`src/rtl/freq_key_entry.sv`:
```
// freq_key_entry
//   Button-driven producer of the 9-bit frequency control word shown on the
//   7-segment display (display value = keyin/16). Two raw active-low keys
//   are synchronised, debounced, and stepped through an IDLE/HOLD/REPEAT/LOCK
//   FSM that gives a single step on press, then auto-repeat while held.
//   The word saturates at 0 and MAX_CODE and never wraps.
//
// Ports
//   clk         in   system clock, rising edge
//   rst_n       in   asynchronous active-low reset
//   key_up_n    in   raw up button, active-low, asynchronous to clk
//   key_down_n  in   raw down button, active-low, asynchronous to clk
//   keyin       out  [8:0] frequency control word, registered
//   changed     out  one-cycle pulse in the cycle keyin takes a new value

// Per-key synchroniser + debouncer.
//   clk, rst_n  clock / async active-low reset
//   key_n_i     raw active-low key
//   pressed_o   debounced pressed state (1 = pressed)
module freq_key_debounce #(
  parameter int unsigned CYCLES = 4,
  parameter int unsigned W      = 2
) (
  input  logic clk,
  input  logic rst_n,
  input  logic key_n_i,
  output logic pressed_o
);

  localparam logic [W-1:0] LAST = W'(CYCLES - 1);

  logic         sync1_q, sync2_q;
  logic         db_q, db_d;
  logic [W-1:0] cnt_q, cnt_d;
  logic         press;

  assign press = ~sync2_q;

  // Any sample that agrees with the accepted level restarts the count,
  // so a bounce shorter than CYCLES samples is never accepted.
  always_comb begin
    db_d  = db_q;
    cnt_d = '0;
    if (press != db_q) begin
      if (cnt_q == LAST) begin
        db_d  = press;
        cnt_d = '0;
      end else begin
        cnt_d = cnt_q + W'(1);
      end
    end
  end

  always_ff @(posedge clk or negedge rst_n) begin
    if (!rst_n) begin
      sync1_q <= 1'b1;
      sync2_q <= 1'b1;
      db_q    <= 1'b0;
      cnt_q   <= '0;
    end else begin
      sync1_q <= key_n_i;
      sync2_q <= sync1_q;
      db_q    <= db_d;
      cnt_q   <= cnt_d;
    end
  end

  assign pressed_o = db_q;

endmodule

module freq_key_entry #(
  parameter int unsigned DEBOUNCE_CYCLES = 20000,
  parameter int unsigned REPEAT_DELAY    = 10000000,
  parameter int unsigned REPEAT_PERIOD   = 2500000,
  parameter int unsigned STEP            = 16,
  parameter int unsigned MAX_CODE        = 496,
  parameter int unsigned INIT_CODE       = 0
) (
  input  logic       clk,
  input  logic       rst_n,
  input  logic       key_up_n,
  input  logic       key_down_n,
  output logic [8:0] keyin,
  output logic       changed
);

  localparam int unsigned NUM_KEYS = 2;
  localparam int unsigned DB_W  = (DEBOUNCE_CYCLES > 1) ? $clog2(DEBOUNCE_CYCLES) : 1;
  localparam int unsigned T_MAX = (REPEAT_DELAY > REPEAT_PERIOD) ? REPEAT_DELAY : REPEAT_PERIOD;
  localparam int unsigned TW    = (T_MAX > 1) ? $clog2(T_MAX) : 1;

  localparam logic [TW-1:0] DELAY_LAST  = TW'(REPEAT_DELAY - 1);
  localparam logic [TW-1:0] PERIOD_LAST = TW'(REPEAT_PERIOD - 1);
  localparam logic [9:0]    STEP10      = 10'(STEP);
  localparam logic [9:0]    MAX10       = 10'(MAX_CODE);

  typedef enum logic [1:0] {IDLE, HOLD, REPEAT, LOCK} state_e;

  // Key index 0 = up, 1 = down.
  logic [NUM_KEYS-1:0] key_n, pressed;
  assign key_n = {key_down_n, key_up_n};

  genvar g;
  generate
    for (g = 0; g < NUM_KEYS; g++) begin : g_key
      freq_key_debounce #(.CYCLES(DEBOUNCE_CYCLES), .W(DB_W)) u_db (
        .clk       (clk),
        .rst_n     (rst_n),
        .key_n_i   (key_n[g]),
        .pressed_o (pressed[g])
      );
    end
  endgenerate

  logic up, dn;
  assign up = pressed[0];
  assign dn = pressed[1];

  state_e        state_q, state_d;
  logic          dir_q, dir_d;     // 1 = stepping up
  logic [TW-1:0] timer_q, timer_d;
  logic [8:0]    keyin_q, keyin_d;
  logic          changed_q, changed_d;

  logic       step, step_up, held, other;
  logic [9:0] cur, sum, up_val, dn_val, nxt;

  // Held/other are relative to the direction latched when the hold began.
  assign held  = dir_q ? up : dn;
  assign other = dir_q ? dn : up;

  always_comb begin
    state_d = state_q;
    dir_d   = dir_q;
    timer_d = timer_q;
    step    = 1'b0;
    step_up = dir_q;
    unique case (state_q)
      IDLE: begin
        if (up && dn) begin
          state_d = LOCK;
        end else if (up || dn) begin
          step    = 1'b1;
          step_up = up;
          dir_d   = up;
          timer_d = '0;
          state_d = HOLD;
        end
      end
      HOLD: begin
        if (!held)                      state_d = IDLE;
        else if (other)                 state_d = LOCK;
        else if (timer_q == DELAY_LAST) begin
          step    = 1'b1;
          timer_d = '0;
          state_d = REPEAT;
        end else                        timer_d = timer_q + TW'(1);
      end
      REPEAT: begin
        if (!held)                       state_d = IDLE;
        else if (other)                  state_d = LOCK;
        else if (timer_q == PERIOD_LAST) begin
          step    = 1'b1;
          timer_d = '0;
        end else                         timer_d = timer_q + TW'(1);
      end
      LOCK: begin
        if (!up && !dn) state_d = IDLE;
      end
      default: state_d = IDLE;
    endcase
  end

  // Saturating step in 10 bits so the up sum cannot wrap before clamping.
  assign cur    = {1'b0, keyin_q};
  assign sum    = cur + STEP10;
  assign up_val = (sum > MAX10) ? MAX10 : sum;
  assign dn_val = (cur < STEP10) ? 10'd0 : (cur - STEP10);
  assign nxt    = step_up ? up_val : dn_val;

  always_comb begin
    keyin_d   = keyin_q;
    changed_d = 1'b0;
    if (step) begin
      keyin_d   = nxt[8:0];
      changed_d = (nxt[8:0] != keyin_q);
    end
  end

  always_ff @(posedge clk or negedge rst_n) begin
    if (!rst_n) begin
      state_q   <= IDLE;
      dir_q     <= 1'b1;
      timer_q   <= '0;
      keyin_q   <= 9'(INIT_CODE);
      changed_q <= 1'b0;
    end else begin
      state_q   <= state_d;
      dir_q     <= dir_d;
      timer_q   <= timer_d;
      keyin_q   <= keyin_d;
      changed_q <= changed_d;
    end
  end

  assign keyin   = keyin_q;
  assign changed = changed_q;

endmodule
```
`config.mk`:
```
export PLATFORM = sky130hd
export DESIGN_NAME = freq_key_entry
export DESIGN_NICKNAME = d
export VERILOG_FILES = /design/src/rtl/freq_key_entry.sv
export SDC_FILE = /design/constraint.sdc
export NUM_CORES = 1
export LEC_CHECK = 0
export BUFFER_PORTS_ARGS = -buffer_cell sky130_fd_sc_hd__buf_4
export CAP_MARGIN = 5
export CORE_MARGIN = 5
export CORE_UTILIZATION = 50
export CTS_BUF_LIST = sky130_fd_sc_hd__clkbuf_4
export CTS_CLUSTER_DIAMETER = 40
export DETAILED_ROUTE_END_ITERATION = 8
export GPL_ROUTABILITY_DRIVEN = 0
export GPL_TIMING_DRIVEN = 1
export PLACE_DENSITY = 0.65
export SLEW_MARGIN = 20
export SYNTH_ARGS = -nofsm -noshare
export SYNTH_HDL_FRONTEND = slang
export SYNTH_SLANG_ARGS = --single-unit
```
`constraint.sdc`:
```
create_clock -name clk -period 4.65 [get_ports clk]
set_input_delay 0.2325 -clock clk [delete_from_list [all_inputs] [get_ports clk]]
set_output_delay 0.2325 -clock clk [all_outputs]
set_load 0.05 [all_outputs]
```
==> out/qor.csv <==
metric,value,unit
cts_buffers,9,
synth_top_area_frac,0.4177,
drtAntennaViolNets,0,
min_path_type,reg2reg,
antenna_found_initial,0,
synth_seq_area_share,0.4499,
syn_inst,423,
synth_commonest_cells,"68 x dfrtp_1, 63 x nor2_1, 36 x nand2_1",
cap_violations,0,
worstSetupPathType,reg2reg,
grt_usage,0.1712,
layout-drive-gt1-share,0.1018,
tightest_slew,0.9411,ns
cts_tree,yes,
die_h,100.3,um
grt_first_pass_wirelength,13940,um
status,"complete, no violations",
core-area,8093,um2
post_cts_resized,0,
drc,0,
r2r-end,keyin[0],
grt_pass1_vias,2996,
rsz0062_at_grt,no,
max-clock-path-buffers,2,
synth_edf_count,0,
cts.sinks,73,
p_comb_frac,0.026,
syn_nets,442,
period_needed,2.776,ns
max_slew_margin,0.3726,
startpoint,state_q[1],
top_layer,met4,
whs,0.3665,ns
via_count,3070,
clkTransAtPathRegs,0.12,ns
synth_most_common_cell,dfrtp_1,
area_growth,7.832,%
syn_area_per_cell,9.631,um2
ctsHoldBuffers,3,
rows,33,
io_buffers,13,
netlist_area,4074,um2
internal-power,808.2,uW
ys_top_cells_by_area,"dfrtp_1 42%, nor2_1 5.8%, xor2_1 4.9%",
async_flop_share,1.000,
fin_setup_tns,0,ns
grt_start_max_net_pins,74,
power,1.053,mW
cp-end-kind,flop,
rr_startpoint,state_q[1],
cp-endpoint,keyin[0],
arrival,3.09,ns
met1_length,3813,um
start_kind,flop,
avgRoutedWirePerCell,14.37,um
yosys.area.top_type,dfrtp_1,
dr_wl_met3,271,um
hold_viol,0,
die-width,100.3,um
wl,7863,um
antennaDiodeCount,0,
drtIter0Drc,130,
postCtsSetupRepairBufs,0,
clk_latency,0.42,ns
fin_crit_sh,0.5970,
p_switching,244.8,uW
reg2reg_depth,8,
vdd_ir_drop_max,0.0001511,V
die-area,10050,um2
p_sw_frac,0.2325,
critPathMaxFanout,8,
initial_core_util,0.5034,
power_frac_clock,0.360,
layout.nets,457,
synth-main-ff-cell,dfrtp_1,
wl_met2,3651,um
firstDrtPassIters,5,
power_density,239.7,nW/um2
overflow,0,
viasPerCell,5.612,
dpl.hpwl,5323,um
skew,0.01619,ns
pin_count,14,
yosys.cell_types.count,56,
utilization,0.5428,
h-tree-depth,3,
slew_viol_final,0,
seq_power_share,0.615,
synth_seq_cells,73,
p_leak,1.944,nW
setup_violations,0,
max_freq,360.2,MHz
synth_warnings,0,
worstPathRequired,4.96,ns
rrSetupSlack,1.87,ns
clock-root-buffer,clkbuf_4,
metrics by stage:
stage / setup WS, ns / area [um2] / instances
2_1_floorplan: 2.317 / 4074 / 423
3_3_place_gp: 2.030 / 4229 / 529
3_5_place_dp: 1.903 / 4229 / 529
4_1_cts: 1.847 / 4387 / 547
5_1_grt: 1.564 / 4393 / 547
6_report: 1.874 / 4393 / 547
layout make-up:
| cell class | instances | area, um2 |
|---|---|---|
| sequential | 73 | 1833 |
| inverter | 13 | 48.80 |
| multi-input combinational | 325 | 2125 |
| clock inverter | 6 | 60.06 |
| tap | 105 | 131.4 |
| clock buffer | 9 | 67.56 |
| timing repair buffer | 16 | 127.6 |
| fill | 772 | 3700 |
cells in the final DEF, fill, tap and decap left out, types with 3 or more instances in the layout:
cell	synthesis	routed
xnor2_1	14	14
ha_1	15	15
inv_1	13	13
xor2_1	23	23
a21o_1	9	9
a211oi_1	3	3
and3_1	14	14
nor3_1	5	5
a21oi_1	12	12
nor2_1	63	63
buf_4	1	13
dfrtp_1	68	68
o21a_1	5	5
dfstp_2	5	5
nand2_1	36	36
dlygate4sd3_1	0	3
nor4b_1	4	4
nor4_2	3	3
nand3_1	23	23
a22o_1	10	10
o31ai_1	3	3
clkbuf_4	0	9
o21ai_0	13	13
o22a_1	3	3
mux2i_1	8	8
and2_1	6	6
nor4bb_1	3	3
nand4_1	16	16
state kept, by name, summed over array words and instances, names as in the netlist:
signal                count
changed                   1
dir_q                     1
g_key.u_db.cnt_q         30
g_key.u_db.pressed_o      2
g_key.u_db.sync1_q        2
g_key.u_db.sync2_q        2
keyin                     9
state_q                   2
timer_q                  24
power by group through the flow:
stage,clock [mW],combinational (mW),sequential (mW)
finish,0.379,0.0269,0.647
global route,0.424,0.0320,0.648
CTS,0.404,0.0284,0.647
detailed placement,0,0.0263,0.659
global placement,0,0.0259,0.659
floorplan,0,0.00981,0.658
cells by family after synthesis:
kind of cell               count (synthesis)  share of synthesized area
AOI/OAI and AO/OA                         72                     0.1287
DFF                                       73                     0.4499
xor gates and xnor gates                  37                    0.07955
adders and majority gates                 15                    0.04607
and+or+nand+nor                          192                     0.2432
buffers and inverters                     25                    0.03010
muxes                                      9                    0.02242
metal layers:
| layer | vias to the layer above | track usage |
|---|---|---|
| met3 | 11 | 0.04100 |
| met5 | - | 0 |
| met4 | 0 | 0.06425 |
| li1 | 1528 | - |
| met1 | 1489 | 0.2301 |
| met2 | 42 | 0.2686 |
worst min-delay path by stage:
stage | depth (start not counted) | end | startpoint | slack (ns)
floorplan | 0 | changed | rst_n | -0.06
global placement | 1 | g_key[0].u_db.sync1_q | key_up_n | 0.34
detailed placement | 1 | g_key[0].u_db.sync1_q | key_up_n | 0.34
CTS | 0 | g_key[0].u_db.sync2_q | g_key[0].u_db.sync1_q | 0.37
global route | 0 | g_key[0].u_db.sync2_q | g_key[0].u_db.sync1_q | 0.38
finish | 0 | g_key[0].u_db.sync2_q | g_key[0].u_db.sync1_q | 0.37
worst max-delay path, cell delays in order, from the launching register on:
cell,delay [ns]
dfrtp_1,0.46
inv_1,0.11
ha_1,0.30
nor3b_1,0.27
mux2i_1,0.56
nand2_1,0.20
nor4_2,0.38
nor2_1,0.18
o21a_1,0.20
Note: power is estimated with default switching activity, not from simulation.
